--- src/rtl/seq_pkg.sv ---
// Shared types and constants for the 1-bit sequence link (transmitter and receiver side).
package seq_pkg;

    typedef enum logic [2:0] {
        IDLE,
        START,
        DATA,
        PARITY,
        STOP
    } seq_tx_state_t;

    localparam logic SEQ_IDLE_LVL  = 1'b1;
    localparam logic SEQ_START_LVL = 1'b0;

    function automatic int max_int(input int a, input int b);
        return (a > b) ? a : b;
    endfunction

endpackage

--- src/rtl/seq_parity.sv ---
// Even-parity generator: output makes the total count of ones (data + parity) even.
module seq_parity #(
    parameter int DATA_W = 3
) (
    input  logic [DATA_W-1:0] data,
    output logic              parity
);

    assign parity = ^data;

endmodule

--- src/rtl/seq_tx.sv ---
// Serial frame transmitter: start bit, data MSB-first, optional even parity, stop bits.
// Every output is a flop loaded from the next-state decode, so nothing on in_* reaches ser_o combinationally.
module seq_tx
    import seq_pkg::*;
#(
    parameter int DATA_W    = 3,
    parameter int PARITY_EN = 1,
    parameter int STOP_BITS = 1
) (
    input  logic              clk,
    input  logic              rst,
    input  logic              in_valid,
    input  logic [DATA_W-1:0] in_data,
    output logic              in_ready,
    output logic              ser_o,
    output logic              busy,
    output logic [2:0]        bit_idx,
    output logic              done
);

    localparam int               CNT_W     = $clog2(max_int(DATA_W, STOP_BITS) + 1);
    localparam logic [CNT_W-1:0] DATA_LAST = CNT_W'(DATA_W - 1);
    localparam logic [CNT_W-1:0] STOP_LAST = CNT_W'(STOP_BITS - 1);

    seq_tx_state_t     state_q, state_n;
    logic [CNT_W-1:0]  cnt_q, cnt_n;
    logic [DATA_W-1:0] shreg_q, shreg_n;
    logic              par_q, par_n;
    logic              par_word;
    logic              accept;
    logic              ser_n, busy_n, done_n, ready_n;
    logic [2:0]        idx_n;

    // in_ready is high only in IDLE and the final STOP cycle, so accept always means "load a new frame".
    assign accept = in_valid & in_ready;

    seq_parity #(.DATA_W(DATA_W)) u_parity (
        .data   (in_data),
        .parity (par_word)
    );

    always_comb begin
        // NOTE: every signal gets a default before the case so no path leaves it unassigned (no latch).
        state_n = state_q;
        shreg_n = shreg_q;
        par_n   = par_q;

        if (accept) begin
            shreg_n = in_data;
            par_n   = par_word;
        end

        unique case (state_q)
            IDLE:   if (accept) state_n = START;
            START:  state_n = DATA;
            DATA: begin
                if (cnt_q == DATA_LAST) state_n = (PARITY_EN != 0) ? PARITY : STOP;
                else                    shreg_n = shreg_q << 1;
            end
            PARITY: state_n = STOP;
            STOP:   if (cnt_q == STOP_LAST) state_n = accept ? START : IDLE;
            default: state_n = IDLE;
        endcase

        if (state_n == state_q && (state_q == DATA || state_q == STOP)) cnt_n = cnt_q + CNT_W'(1);
        else                                                            cnt_n = '0;

        ser_n = SEQ_IDLE_LVL;
        idx_n = '0;
        unique case (state_n)
            START:  ser_n = SEQ_START_LVL;
            DATA: begin
                ser_n = shreg_n[DATA_W-1];
                idx_n = 3'(DATA_W - 1 - int'(cnt_n));
            end
            PARITY: ser_n = par_n;
            default: ser_n = SEQ_IDLE_LVL;
        endcase

        busy_n  = (state_n != IDLE);
        done_n  = (state_n == STOP) && (cnt_n == STOP_LAST);
        ready_n = (state_n == IDLE) || done_n;
    end

    always_ff @(posedge clk) begin
        if (rst) begin
            state_q  <= IDLE;
            cnt_q    <= '0;
            ser_o    <= SEQ_IDLE_LVL;
            in_ready <= 1'b1;
            busy     <= 1'b0;
            done     <= 1'b0;
            bit_idx  <= '0;
        end else begin
            // NOTE: non-blocking assignments so every register samples the pre-edge values.
            state_q  <= state_n;
            cnt_q    <= cnt_n;
            ser_o    <= ser_n;
            in_ready <= ready_n;
            busy     <= busy_n;
            done     <= done_n;
            bit_idx  <= idx_n;
        end
    end

    // NOTE: the shift register and parity flop carry no reset; they are always loaded before use.
    always_ff @(posedge clk) begin
        shreg_q <= shreg_n;
        par_q   <= par_n;
    end

endmodule

--- config.mk ---
export PLATFORM = sky130hd
export DESIGN_NAME = seq_tx
export DESIGN_NICKNAME = d
export VERILOG_FILES = /design/src/rtl/seq_pkg.sv /design/src/rtl/seq_parity.sv /design/src/rtl/seq_tx.sv
export SDC_FILE = /design/constraint.sdc
export NUM_CORES = 1
export LEC_CHECK = 0
export ABC_AREA = 0
export BUFFER_PORTS_ARGS = -buffer_cell sky130_fd_sc_hd__buf_2
export CAP_MARGIN = 20
export CORE_MARGIN = 2
export CORE_UTILIZATION = 56
export CTS_CLUSTER_SIZE = 24
export DETAILED_ROUTE_END_ITERATION = 12
export PLACE_DENSITY_LB_ADDON = 0.3
export SLEW_MARGIN = 20
export SYNTH_ARGS = -nofsm -noshare
export SYNTH_HDL_FRONTEND = slang
export SYNTH_SLANG_ARGS = --single-unit
--- constraint.sdc ---
create_clock -name clk -period 4.8 [get_ports clk]
set_input_delay 0.72 -clock clk [delete_from_list [all_inputs] [get_ports clk]]
set_output_delay 0.72 -clock clk [all_outputs]
set_load 0.02 [all_outputs]
After elaboration in Yosys (flattened, before gate mapping)

Cells that the tools add are included.

Bits in registers: 16
Input bits: 6

Reduce and logical (&&, ||, !) cells: 11
Eq/ne operators: 10
Bitwise logic cells: 2
Muxes and demuxes: 11
$add $sub $neg: 2

Operators by type and width:

| kind                | count |
|---|---|
| $mux 3              | 6 |
| $pmux 3 s5          | 1 |
| $eq 3x2->1 const B  | 4 |
| $eq 3x1->1 const B  | 2 |
| $eq 3x3->1 const B  | 2 |
| $logic_not 3->1     | 2 |
| $logic_not 2->1     | 2 |
| $eq 3x3->1          | 1 |
| $pmux 1 s3          | 1 |
| $reduce_bool 3->1   | 1 |
| $reduce_xor 3->1    | 1 |
| $sub 2x2->3 const A | 1 |
| $add 2x1->2 const B | 1 |
| $eq 2x2->1 const B  | 1 |
| $logic_and 1x1->1   | 2 |
| $logic_or 1x1->1    | 2 |
| $mux 1              | 2 |
| $mux 2              | 1 |
| $reduce_or 2->1     | 1 |
| $and 1x1->1         | 1 |
| $not 1->1           | 1 |

Logic depth before layout (Yosys ltp)

Gate-level depths: netlist of run 1.

Word-level depth: 10
Mapped depth: 9
Gate-level depth less buffers: 9

By module

Synthesis of run 1 repeated with hierarchy kept, for this count alone.

Cell total of the unflattened synthesis: 72
Area, all modules: 714.4 sq um

Modules (own cells, without submodules):

| module     | cells an instance | times used | seq. area each (sq um) | area each (sq um) |
|---|---|---|---|---|
| seq_tx     | 71                | 1          | 320.3                  | 690.7 |
| seq_parity | 1                 | 1          | 0.0                    | 23.8 |

Least setup slack after synthesis of run 1

OpenSTA, ideal clock, no wires.

Path type: reg2reg
Start: register cnt_q[0]
End: register in_ready
Library setup time: 0.127 ns
Arrival: 1.965 ns
Cell stages (with the launch flop): 10
Period minus slack after synthesis: 2.093 ns
Setup slack: 2.707 ns
Path buffers: 0
Cells stage by stage: dfxtp_1 -> inv_1 -> ha_1 -> or3b_1 -> a21oi_2 -> nand2_2 -> ha_1 -> a21o_1 -> a221oi_1 -> o21ai_1

Cells in the longest elaborated chain, start to end: 9
Elaborated cells on any way between the ends: 14

RTL lines:

| element                                              | line                       | source |
|---|---|---|
| from (decl)                                          | seq_tx.sv:26               | `logic [CNT_W-1:0] cnt_q, cnt_n;` |
| from (signal assigned)                               | seq_tx.sv:97               | `cnt_q <= cnt_n;` |
| $eq 2x2->1 / $logic_not 2->1 (equally long branches) | seq_tx.sv:57, seq_tx.sv:61 |  |
| $mux 3 (on tied branches)                            | seq_tx.sv:57, seq_tx.sv:61 |  |
| $pmux 3 s5                                           | seq_tx.sv:53               | `unique case (state_q)` |
| $eq 3x3->1                                           | seq_tx.sv:65               | `if (state_n == state_q && (state_q == DATA \|\| state_q == STOP)) cnt_n = cnt_q + CNT_W'(1);` |
| $logic_and 1x1->1                                    | seq_tx.sv:65               |  |
| $mux 2                                               | seq_tx.sv:65               |  |
| $logic_not 2->1                                      | seq_tx.sv:81               | `done_n = (state_n == STOP) && (cnt_n == STOP_LAST);` |
| $logic_and 1x1->1                                    | seq_tx.sv:81               |  |
| $logic_or 1x1->1 (*)                                 | seq_tx.sv:82               | `ready_n = (state_n == IDLE) \|\| done_n;` |
| to (signal assigned)                                 | seq_tx.sv:99               | `in_ready <= ready_n;` |
| to (decl)                                            | seq_tx.sv:14               | `output logic in_ready,` |

Every way passes the cells marked *; elsewhere a longest branch is shown, timed or not.
A chain may end at the register's enable or synchronous reset.

Worst setup path in the final report of run 1

Start: register state_q[2]
End: register in_ready

Cells in the longest elaborated chain, start to end: 8
Elaborated cells on any way between the ends: 18

RTL lines:

| element                            | line                       | source |
|---|---|---|
| from (decl)                        | seq_tx.sv:25               | `seq_tx_state_t state_q, state_n;` |
| from (signal assigned)             | seq_tx.sv:96               | `state_q <= state_n;` |
| $eq 3x3->1 (tied with other cells) | seq_tx.sv:53, seq_tx.sv:65 |  |
| $pmux 3 s5                         | seq_tx.sv:53               |  |
| $eq 3x3->1                         | seq_tx.sv:65               |  |
| $logic_and 1x1->1                  | seq_tx.sv:65               |  |
| $mux 2                             | seq_tx.sv:65               |  |
| $logic_not 2->1                    | seq_tx.sv:81               |  |
| $logic_and 1x1->1                  | seq_tx.sv:81               |  |
| $logic_or 1x1->1 (*)               | seq_tx.sv:82               |  |

Marks and branches as above.

==> impl_results.md, run 1 <==
- Run status: completed
- Arr. time, crit path: between 2 and 2.5 ns
- Worst Setup Slack, final: approximately 2.5 ns
- Number of hold violations in the final report: 0
- Type of the worst setup path: register to register
- Number of antenna violations at the first check in global routing: 0
- Final core utilization: between 60% and 70%
- Share of cells above drive strength 1: around a quarter
- Routed length on met1: ~680 um
- Combinational cell fraction of total power: between 20% and 30%
- # diodes: 0
- Initial DRT Pass Iterations: 4
- Longest individual stage delay on the worst path: 0.65 ns
- Clock Latency Late Sink: 0.29 ns
- DIE HEIGHT: about 41 um
- Final weighted congestion of routability-driven global placement: 0.7727
- Post-synth EDFFs: 0
- Cell area after synthesis: slightly below 800 um^2
- Die footprint: around 0.0017 mm^2
- Clock power share: a little under a quarter
- Hold-fix buffers, CTS: 0
- Routed wirelength normalized by instance count: roughly 13 um
- Total length of routed wires: between 1000 and 1500 um
- Part of the Yosys area used for sequential elements: 40.96%
- Die X-Extent: around 41 um
- Setup fix buffers added after clock tree synthesis: 0
- Total of buffers placed on input and output ports: 12
- Number of remaining DRC errors: 0
- Bufs and invs on worst path: 0
- Total gr overflow: 0
- Ratio of final minimum period to clock period: about half
- Violation count after the first detailed-route iteration: 4
- Vias after detailed routing: ~580
- Power share of the sequential group: between 40% and 50%
- HPWL after detailed placement: 934.6 um
- Required time reported for the critical path endpoint: roughly 5.0 ns
- Mapped Avg Cell Area: between 9 and 10 um^2
- Kind of cell adding the most delay to the critical path: compound AO/OA/AOI/OAI gates
- Highest-delay cell along the critical path: dfxtp_1
- Number of flip-flops and latches in the synthesized netlist: 16
- DR WL met2: approximately 600 um
- Setup repair after global routing missed its margin: no
- Met3 wire length: between 40 and 50 um
- Final period demand of the worst path: between 2 and 2.5 ns
- Number of endpoints failing setup at the final stage: 0
- Max_slew headroom: between 60% and 70%
- Uppermost layer routed: met4
- Worst min-delay path class: register to register
- Critical path fanouts, max: 14
- Area growth syn-to-layout: 10.88%
- Standard-cell row count: 13
- Cell-internal power: roughly 260 uW
- Root Driver: clkbuf_4
- Deepest clock path buffer count: 2
- Antenna viol nets, final: 0
- Fin Setup TNS: 0 ns
- Count of max-cap constraint violations: 0
- Leakage: roughly 0.00041 uW
- Number of fill cells: approximately 110
- Post-Synthesis Cells: 80
- Synth Net Count: 90
- Async set-reset flop share out of synthesis: 0%
- Slew Viols, Final: 0
- Peak Freq: approximately 430 MHz
- Endpoint class of the critical path: register
- Total number of yosys warnings: 0
- Cell count after placement: approximately 100
- Worst setup skew after layout: approximately 0.0023 ns
- Number of buffers added by the clock tree synthesis step: 3
- Via count of the first global-routing pass: between 500 and 600
- Peak supply drop: 251.4 uV
- Type of element launching the critical path: register
- Net count of the finished layout: between 100 and 150
- Actual transition at the worst max-transition pin: ~0.51 ns
- Global-route wire length before repair: between 2000 and 2500 um
- Commonest register cell after synthesis: dfxtp_1
- Initial cell density of the core: around three fifths
- Switch share: roughly a third
- Top-level port count: 13
- Number of clock sinks seen by CTS: 16
- Net switching power: 127.4 uW
- Post-placement setup slack: ~2.6 ns
- CTS tree: done
- Critical path cell sequence: or3b_1 -> a21oi_2 -> nand2_2 -> ha_1 -> a21o_1 -> a221oi_1 -> o21ai_1
- Clock-pin transition on the worst setup and hold timing paths: approximately 0.090 ns
- Pin count of the biggest net entering global routing: 15
- Post-cts resize count: 0
- Layout Cells excl Fill: 107
- Overall global routing resource usage: about a fifth
- Number of H-tree levels: 1
- Post-route total power: about 390 uW
- DR vias/cell: ~5.4
- Total power density per cell area: approximately 440 mW/mm^2
- Placeable core region: about 0.0013 mm^2
- Synth cell types: 36
- Setup slack of the worst register-to-register path: between 2 and 2.5 ns
-- Yosys cell counts, types with 2 or more instances --
library cell  count  area (um^2)
nand2_2           2        12.51
mux2i_1           2        20.02
ha_1              4        50.05
or3b_1            2        17.52
a21oi_1           3        15.01
dfxtp_1          16        320.3
o21ai_0           3        15.01
inv_1             5        18.77
nor2_1            6        22.52
a21o_1            2        15.01
and3_1            2        12.51
nor2_2            2        12.51
nand2_1           8        30.03
-- worst paths after layout --
kind,start,endpoint,cells past startpoint
max,state_q[2]$_SDFF_PP0_,in_ready$_SDFF_PP1_,7
min,shreg_q[0]$_DFF_P_,shreg_q[1]$_DFF_P_,2
max reg2reg,state_q[2]$_SDFF_PP0_,in_ready$_SDFF_PP1_,7
min reg2reg,shreg_q[0]$_DFF_P_,shreg_q[1]$_DFF_P_,2
-- power groups by stage --
stage	Combinational, uW	Clock (uW)	Sequential (uW)
3_3_place_gp	111	0	184
2_1_floorplan	90.1	0	184
6_report	114	88.9	182
4_1_cts	114	91.3	182
3_5_place_dp	113	0	185
5_1_grt	128	94.5	186
-- through the flow --
| step | hold WS (ns) | cell area, um^2 |
|---|---|---|
| 3_3_place_gp | 0.4458 | 830.8 |
| 3_5_place_dp | 0.4578 | 830.8 |
| 2_1_floorplan | 0.4249 | 782.0 |
| 4_1_cts | 0.4716 | 867.1 |
| 5_1_grt | 0.4874 | 867.1 |
| 6_report | 0.4699 | 867.1 |
-- placed cells by master (no fill, tap or decap), drive strengths merged --
| cell type | synthesis | layout |
|---|---|---|
| mux2i | 2 | 2 |
| or3b | 2 | 2 |
| nand3b | 1 | 1 |
| buf | 2 | 12 |
| a221oi | 1 | 1 |
| dfxtp | 16 | 16 |
| ha | 4 | 4 |
| and2 | 1 | 1 |
| o2111a | 1 | 1 |
| nor4b | 2 | 2 |
| o21a | 1 | 1 |
| a31o | 1 | 1 |
| a21oi | 4 | 4 |
| nor2 | 8 | 8 |
| and3 | 2 | 2 |
| xnor2 | 1 | 1 |
| o21ai | 4 | 4 |
| nor3 | 2 | 2 |
| clkbuf | 2 | 4 |
| a2bb2oi | 1 | 1 |
| a21o | 2 | 2 |
| nand4bb | 1 | 1 |
| nand2 | 10 | 10 |
| nand4b | 1 | 1 |
| nor2b | 1 | 1 |
| mux2 | 1 | 1 |
| inv | 5 | 5 |
| xor3 | 1 | 1 |
-- layer usage --
layer	vias to the layer above	GRT usage, %
li1	300	-
met1	262	26.67
met2	10	31.64
met3	4	3.723
met4	0	12.10
met5	-	0
-- worst reg2reg max path, cell delays in order (launching register included) --
cell	delay, ns
dfxtp_1	0.65
or3b_1	0.41
a21oi_2	0.21
nand2_2	0.11
ha_1	0.24
a21o_1	0.18
a221oi_1	0.30
o21ai_1	0.10
-- area by class of cell --
cell class / instances / area (um^2) / share of cell area (%)
Multi-Input combinational cell: 55 / 412.9 / 47.62
Sequential cell: 16 / 320.3 / 36.94
Timing Repair Buffer: 12 / 60.06 / 6.926
Clock buffer: 4 / 36.28 / 4.185
Inverter: 5 / 18.77 / 2.165
Tap cell: 15 / 18.77 / 2.165
-- state kept, by name, summed over array words and instances (netlist names) --
signal and cells:
par_q 1, ser_o 1, in_ready 1, cnt_q 2
shreg_q 3, state_q 3, done 1, bit_idx 3
busy 1
-- cells by family after synthesis --
family                   count (synthesis)  share of synthesized area (%)
AND/OR/NAND/NOR                         31                          24.96
AO/OA/AOI/OAI                           15                          13.28
buffers and inverters                    9                          6.240
adder cells (fa/ha/maj)                  4                          6.400
XOR/XNOR                                 2                          4.160
flip-flops                              16                          40.96
multiplexers                             3                          4.000
(Power assumes the default switching activity.)
==> inputs of run 2 (changes only) <==
--- a/config.mk
+++ b/config.mk
@@ -9,7 +9,7 @@
 export BUFFER_PORTS_ARGS = -buffer_cell sky130_fd_sc_hd__buf_2
 export CAP_MARGIN = 20
 export CORE_MARGIN = 2
-export CORE_UTILIZATION = 56
+export CORE_UTILIZATION = 52
 export CTS_CLUSTER_SIZE = 24
 export DETAILED_ROUTE_END_ITERATION = 12
 export PLACE_DENSITY_LB_ADDON = 0.3
==> constraint.sdc (replaced) <==
create_clock -name clk -period 2.2 [get_ports clk]
set_input_delay 0.33 -clock clk [delete_from_list [all_inputs] [get_ports clk]]
set_output_delay 0.33 -clock clk [all_outputs]
set_load 0.02 [all_outputs]
==> impl_results.md, run 2 (same netlist as run 1, synthesis figures left out) <==
- Run status: completed (unchanged)
- Endpoint class of the critical path: register (unchanged)
- Clock Latency Late Sink: 0.29 ns (about the same)
- Initial DRT Pass Iterations: 4 (unchanged)
- Required time reported for the critical path endpoint: 2.38 ns (was 4.98 ns)
- Uppermost layer routed: met4 (unchanged)
- Clock-pin transition on the worst setup and hold timing paths: 0.10 ns (was 0.09 ns)
- Area growth syn-to-layout: 20.48% (was 10.88%)
- Post-placement setup slack: -0.04155 ns (was 2.551 ns)
- Number of H-tree levels: 1 (unchanged)
- CTS tree: done (unchanged)
- Sequential cell area: 321.6 um^2 (was 320.3 um^2)
- DIE HEIGHT: 42.78 um (was 41.37 um)
- Worst Setup Slack, final: 0.07745 ns (was 2.487 ns)
- Total of buffers placed on input and output ports: 12 (unchanged)
- Number of hold violations in the final report: 0 (unchanged)
- Vias after detailed routing: 620 (was 576)
- Hold-fix buffers, CTS: 0 (unchanged)
- Total gr overflow: 0 (unchanged)
- Ratio of final minimum period to clock period: 96.48% (was 48.20%)
- Share of cells above drive strength 1: 38.00% (was 26.09%)
- DR vias/cell: 5.391 (was 5.383)
- Number of buffers added by the clock tree synthesis step: 3 (unchanged)
- Peak Freq: 471.1 MHz (was 432.3 MHz)
- Standard-cell row count: 13 (unchanged)
- Leakage: 0.0004538 uW (was 0.0004132 uW)
- Most common cell after layout, fill and taps aside: dfxtp_1 (unchanged)
- # diodes: 0 (unchanged)
- Total length of routed wires: 1633 um (was 1356 um)
- Routed length on met1: 737 um (was 678 um)
- Final period demand of the worst path: 2.123 ns (was 2.313 ns)
- Cell area after placement: 860.8 um^2 (was 830.8 um^2)
- Deepest clock path buffer count: 2 (unchanged)
- Pin count of the biggest net entering global routing: 13 (was 15)
- Net count of the finished layout: 111 (was 103)
- Root Driver: clkbuf_4 (unchanged)
- Via count of the first global-routing pass: 636 (was 530)
- Type of element launching the critical path: register (unchanged)
- Final weighted congestion of routability-driven global placement: 0.7749 (was 0.7727)
- Max_slew headroom: 72.03% (was 66.06%)
- Leading cell types in the layout, fill and taps excluded: dfxtp_1 (15), buf_2 (12), nand2_1 (8), buf_4 (8), nor2_1 (6) (was dfxtp_1 (16), buf_2 (12), nand2_1 (8), nor2_1 (6), inv_1 (5))
- Type of the worst setup path: register to register (unchanged)
- Met3 wire length: 76 um (was 49 um)
- Violation count after the first detailed-route iteration: 18 (was 4)
- Area of the multi-input gates: 426.7 um^2 (was 412.9 um^2)
- Routed wirelength normalized by instance count: 14.20 um (was 12.67 um)
- Antenna viol nets, final: 0 (unchanged)
- Global-route wire length before repair: 2677 um (was 2249 um)
- Actual transition at the worst max-transition pin: 0.4190 ns (was 0.5083 ns)
- Placeable core region: 0.001350 mm^2 (was 0.001301 mm^2)
- Number of fill cells: 110 (was 113)
- Arr. time, crit path: 2.31 ns (was 2.49 ns)
- Number of clock sinks seen by CTS: 16 (unchanged)
- Critical path fanouts, max: 4 (was 14)
- Top Registers: bit_idx x3, shreg_q x3, state_q x3 (unchanged)
- Initial cell density of the core: 57.92% (was 60.10%)
- Number of remaining DRC errors: 0 (unchanged)
- HPWL after detailed placement: 1140 um (was 934.6 um)
- Die X-Extent: 42.78 um (was 41.37 um)
- Overall global routing resource usage: 19.88% (was 20.52%)
- Count of max-cap constraint violations: 0 (unchanged)
- DR WL met2: 803 um (was 605 um)
- Die footprint: 0.001830 mm^2 (was 0.001711 mm^2)
- Worst min-delay path class: primary input to register (was register to register)
- Worst setup skew after layout: 0.009800 ns (was 0.002322 ns)
- Design Area, Final: 942.2 um^2 (was 867.1 um^2)
- Total power density per cell area: 931.8 mW/mm^2 (was 444.1 mW/mm^2)
- Peak supply drop: 541.4 uV (was 251.4 uV)
- Top-level port count: 13 (unchanged)
- Number of endpoints failing setup at the final stage: 0 (unchanged)
- Slew Viols, Final: 0 (unchanged)
- Number of antenna violations at the first check in global routing: 0 (unchanged)
[run 2: cell type report]
cell class                      count  area share (%)
Tap cell                           15           1.992
Sequential cell                    16           34.13
Clock buffer                        4           3.851
Timing Repair Buffer               20           12.75
Multi-Input combinational cell     55           45.29
Inverter                            5           1.992
[run 2: power breakdown]
group / switching (uW) / internal (uW)
logic: 160 / 135
clock network: 92.2 / 101
registers: 39.3 / 351
[run 2: timing repair]
action / CTS / global route
setup buffers: 1 / 3
gates resized for setup: 1 / 5
pin swaps: 1 / 5
setup endpoints to repair: 1 / 1
[run 2: worst paths after layout]
check	from	to	slack, ns	cells after the start
worst max-delay path	cnt_q[0]$_SDFF_PP0_	in_ready$_SDFF_PP1_	0.08	9
worst min-delay path	in_data[0]	shreg_q[0]$_DFF_P_	0.29	3
worst max register to register	cnt_q[0]$_SDFF_PP0_	in_ready$_SDFF_PP1_	0.08	9
worst min register to register	shreg_q[0]$_DFF_P_	shreg_q[0]$_DFF_P_	0.47	2
[run 2: stage by stage]
| stage | instances | power (uW) | hold WS [ns] | setup TNS [ns] | util (%) |
|---|---|---|---|---|---|
| 5_1_grt | 115 | 935.7 | 0.3043 | -0.02624 | 69.79 |
| 3_5_place_dp | 107 | 665.4 | 0.4561 | -0.04155 | 63.76 |
| 4_1_cts | 112 | 867.1 | 0.2880 | 0 | 67.47 |
| 3_3_place_gp | 107 | 652.0 | 0.4490 | 0 | 63.76 |
| 6_report | 115 | 877.9 | 0.2930 | 0 | 69.79 |
| 2_1_floorplan | 80 | 598.2 | 0.4249 | 0 | - |
[run 2: per-layer routing]
metal / up-vias / global-route usage [%]
met2: 13 / 31.52
met4: 0 / 8.750
li1: 316 / -
met5: - / 0
met3: 2 / 7.660
met1: 289 / 23.56
[run 2: worst max-delay path, stage by stage, from the launching register on]
cell      delay [ns]
dfxtp_1         0.33
inv_2           0.06
ha_2            0.19
or3b_1          0.38
a21oi_2         0.24
nand2_2         0.08
ha_2            0.20
a21o_1          0.19
a221oi_2        0.25
o21ai_1         0.09
==> inputs of run 3 (changes only) <==
--- a/config.mk
+++ b/config.mk
@@ -9,7 +9,7 @@
 export BUFFER_PORTS_ARGS = -buffer_cell sky130_fd_sc_hd__buf_2
 export CAP_MARGIN = 20
 export CORE_MARGIN = 2
-export CORE_UTILIZATION = 52
+export CORE_UTILIZATION = 47
 export CTS_CLUSTER_SIZE = 24
 export DETAILED_ROUTE_END_ITERATION = 12
 export PLACE_DENSITY_LB_ADDON = 0.3
==> constraint.sdc (replaced) <==
create_clock -name clk -period 1.7 [get_ports clk]
set_input_delay 0.255 -clock clk [delete_from_list [all_inputs] [get_ports clk]]
set_output_delay 0.255 -clock clk [all_outputs]
set_load 0.02 [all_outputs]
==> impl_results.md, run 3 (same netlist as run 1, synthesis figures left out) <==
- Run status: finished, violations left (was completed)
- Violated checks: negative setup slack
- Antenna viol nets, final: 0 (unchanged)
- # diodes: 0 (unchanged)
- Final period demand of the worst path: 1.984 ns (was 2.123 ns)
- Leakage: 0.0004780 uW (was 0.0004538 uW)
- Slew Viols, Final: 0 (unchanged)
- Critical path fanouts, max: 3 (was 4)
- Final weighted congestion of routability-driven global placement: 0.7939 (was 0.7749)
- Most common cell after layout, fill and taps aside: dfxtp_1 (unchanged)
- Initial DRT Pass Iterations: 4 (unchanged)
- DIE HEIGHT: 44.79 um (was 42.78 um)
- Clock Latency Late Sink: 0.30 ns (was 0.29 ns)
- Violation count after the first detailed-route iteration: 19 (was 18)
- Count of max-cap constraint violations: 0 (unchanged)
- Setup repair after global routing missed its margin: yes
- Top cell by count, worst path: ha_4 (was ha_2)
- Pin count of the biggest net entering global routing: 13 (unchanged)
- Total gr overflow: 0 (unchanged)
- Post-Route Hold Slack: 0.1982 ns (was 0.2930 ns)
- Root Driver: clkbuf_4 (unchanged)
- Required time reported for the critical path endpoint: 1.89 ns (was 2.38 ns)
- Switch share: 33.72% (was 33.21%)
- Number of endpoints failing setup at the final stage: 2 (was 0)
- Via count of the first global-routing pass: 595 (was 636)
- Endpoint class of the critical path: register (unchanged)
- Overall global routing resource usage: 19.55% (was 19.88%)
- Actual transition at the worst max-transition pin: 0.3466 ns (was 0.4190 ns)
- Peak supply drop: 641.1 uV (was 541.4 uV)
- Routed wirelength normalized by instance count: 13.99 um (was 14.20 um)
- Deepest clock path buffer count: 2 (unchanged)
- CTS tree: done (unchanged)
- Number of hold violations in the final report: 0 (unchanged)
- Final core utilization: 66.07% (was 69.79%)
- Net switching power: 398.8 uW (was 291.5 uW)
- Net count of the finished layout: 114 (was 111)
- Power share of the sequential group: 41.9% (was 44.4%)
- Standard-cell row count: 14 (was 13)
- Bufs and invs on worst path: 1 (unchanged)
- Cell-internal power: 783.9 uW (was 586.3 uW)
- HPWL after detailed placement: 1146 um (was 1140 um)
- Setup slack of the worst register-to-register path: -0.28 ns (was 0.08 ns)
- Number of antenna violations at the first check in global routing: 0 (unchanged)
- Clock power share: 21.8% (was 22.0%)
- Number of remaining DRC errors: 0 (unchanged)
- Ratio of final minimum period to clock period: 116.7% (was 96.48%)
- Longest individual stage delay on the worst path: 0.40 ns (was 0.38 ns)
- Top-level port count: 13 (unchanged)
- Met3 wire length: 94 um (was 76 um)
- Peak Freq: 504.0 MHz (was 471.1 MHz)
- Cell area after placement: 918.4 um^2 (was 860.8 um^2)
- Fin Setup TNS: -0.4268 ns (was 0 ns)
- Total of buffers placed on input and output ports: 12 (unchanged)
- Design Area, Final: 0.001018 mm^2 (was 942.2 um^2)
- Number of buffers added by the clock tree synthesis step: 3 (unchanged)
- Die footprint: 0.002006 mm^2 (was 0.001830 mm^2)
- Worst Setup Slack, final: -0.2841 ns (was 0.07745 ns)
- Number of fill cells: 125 (was 110)
- Kind of cell adding the most delay to the critical path: compound AO/OA/AOI/OAI gates (unchanged)
- Total length of routed wires: 1665 um (was 1633 um)
- Worst min-delay path class: primary input to register (unchanged)
- Type of the worst setup path: register to register (unchanged)
- Area growth syn-to-layout: 30.24% (was 20.48%)
- Share of cells above drive strength 1: 44.66% (was 38.00%)
- Type of element launching the critical path: register (unchanged)
- Critical path cell sequence: inv_4 -> ha_4 -> or3b_4 -> a21oi_4 -> nand2_2 -> ha_4 -> a21o_1 -> a221oi_2 -> o21ai_1 (was inv_2 -> ha_2 -> or3b_1 -> a21oi_2 -> nand2_2 -> ha_2 -> a21o_1 -> a221oi_2 -> o21ai_1)
- Top Registers: bit_idx x3, shreg_q x3, state_q x3 (unchanged)
- Highest-delay cell along the critical path: or3b_4 (was or3b_1)
- Clock-pin transition on the worst setup and hold timing paths: 0.10 ns (about the same)
- Global-route wire length before repair: 2753 um (was 2677 um)
- Die X-Extent: 44.79 um (was 42.78 um)
- Routed length on met1: 803 um (was 737 um)
- Total power density per cell area: 1161 mW/mm^2 (was 931.8 mW/mm^2)
- Leading cell types in the layout, fill and taps excluded: dfxtp_1 (14), buf_2 (12), buf_4 (10), nand2_1 (8), nor2_1 (6) (was dfxtp_1 (15), buf_2 (12), nand2_1 (8), buf_4 (8), nor2_1 (6))
- Max_slew headroom: 76.79% (was 72.03%)
- Combinational cell fraction of total power: 36.3% (was 33.6%)
- Post-route total power: 1183 uW (was 877.9 uW)
- Number of clock sinks seen by CTS: 16 (unchanged)
- Placeable core region: 0.001541 mm^2 (was 0.001350 mm^2)
- Number of H-tree levels: 1 (unchanged)
- Vias after detailed routing: 621 (was 620)
- DR WL met2: 726 um (was 803 um)
- DR vias/cell: 5.218 (was 5.391)
- Initial cell density of the core: 50.73% (was 57.92%)
- Uppermost layer routed: met4 (unchanged)
- Arr. time, crit path: 2.18 ns (was 2.31 ns)
- Worst setup skew after layout: 0.005824 ns (was 0.009800 ns)
run 3: worst paths after layout:
path / cells past startpoint / from / endpoint
max: 9 / cnt_q[0]$_SDFF_PP0_ / in_ready$_SDFF_PP1_
max reg2reg: 9 / cnt_q[0]$_SDFF_PP0_ / in_ready$_SDFF_PP1_
min: 3 / in_data[0] / shreg_q[0]$_DFF_P_
min reg2reg: 2 / shreg_q[0]$_DFF_P_ / shreg_q[0]$_DFF_P_
run 3: cell type report:
type	instances	area, um^2	area share [%]
Clock buffer	4	36.28	3.563
Inverter	5	21.27	2.088
Sequential cell	16	325.3	31.94
Multi-Input combinational cell	55	469.2	46.07
Tap cell	16	20.02	1.966
Timing Repair Buffer	23	146.4	14.37
run 3: repair_timing:
| item | in CTS | in global routing |
|---|---|---|
| setup buffers | 2 | 2 |
| hold buffers | 0 | 0 |
| pin swaps | 4 | 1 |
| endpoints found under the setup margin | 3 | 6 |
| gates resized for setup | 1 | 8 |
run 3: through the flow:
stage                     setup slack [ns]  instances
after floorplan                    -0.2326         80
after global placement             -0.2316        112
after detailed placement           -0.2930        112
after CTS                          -0.2786        118
after global routing               -0.3943        119
final                              -0.2841        119
run 3: worst min-delay path, cell delays in order:
cell and delay [ns]:
buf_2 0.10, nand2_1 0.05, a21oi_1 0.05
run 3: power by group through the flow:
stage	registers [uW]	clock network, uW	logic (uW)
2_1_floorplan	521	0	264
3_3_place_gp	496	0	380
3_5_place_dp	499	0	389
4_1_cts	493	264	409
5_1_grt	504	276	468
6_report	496	258	429
run 3: layer usage:
metal	GRT usage, %	vias to the layer above
li1	-	324
met1	25.94	271
met2	30.14	21
met3	3.600	5
met4	10.59	0
met5	0	-
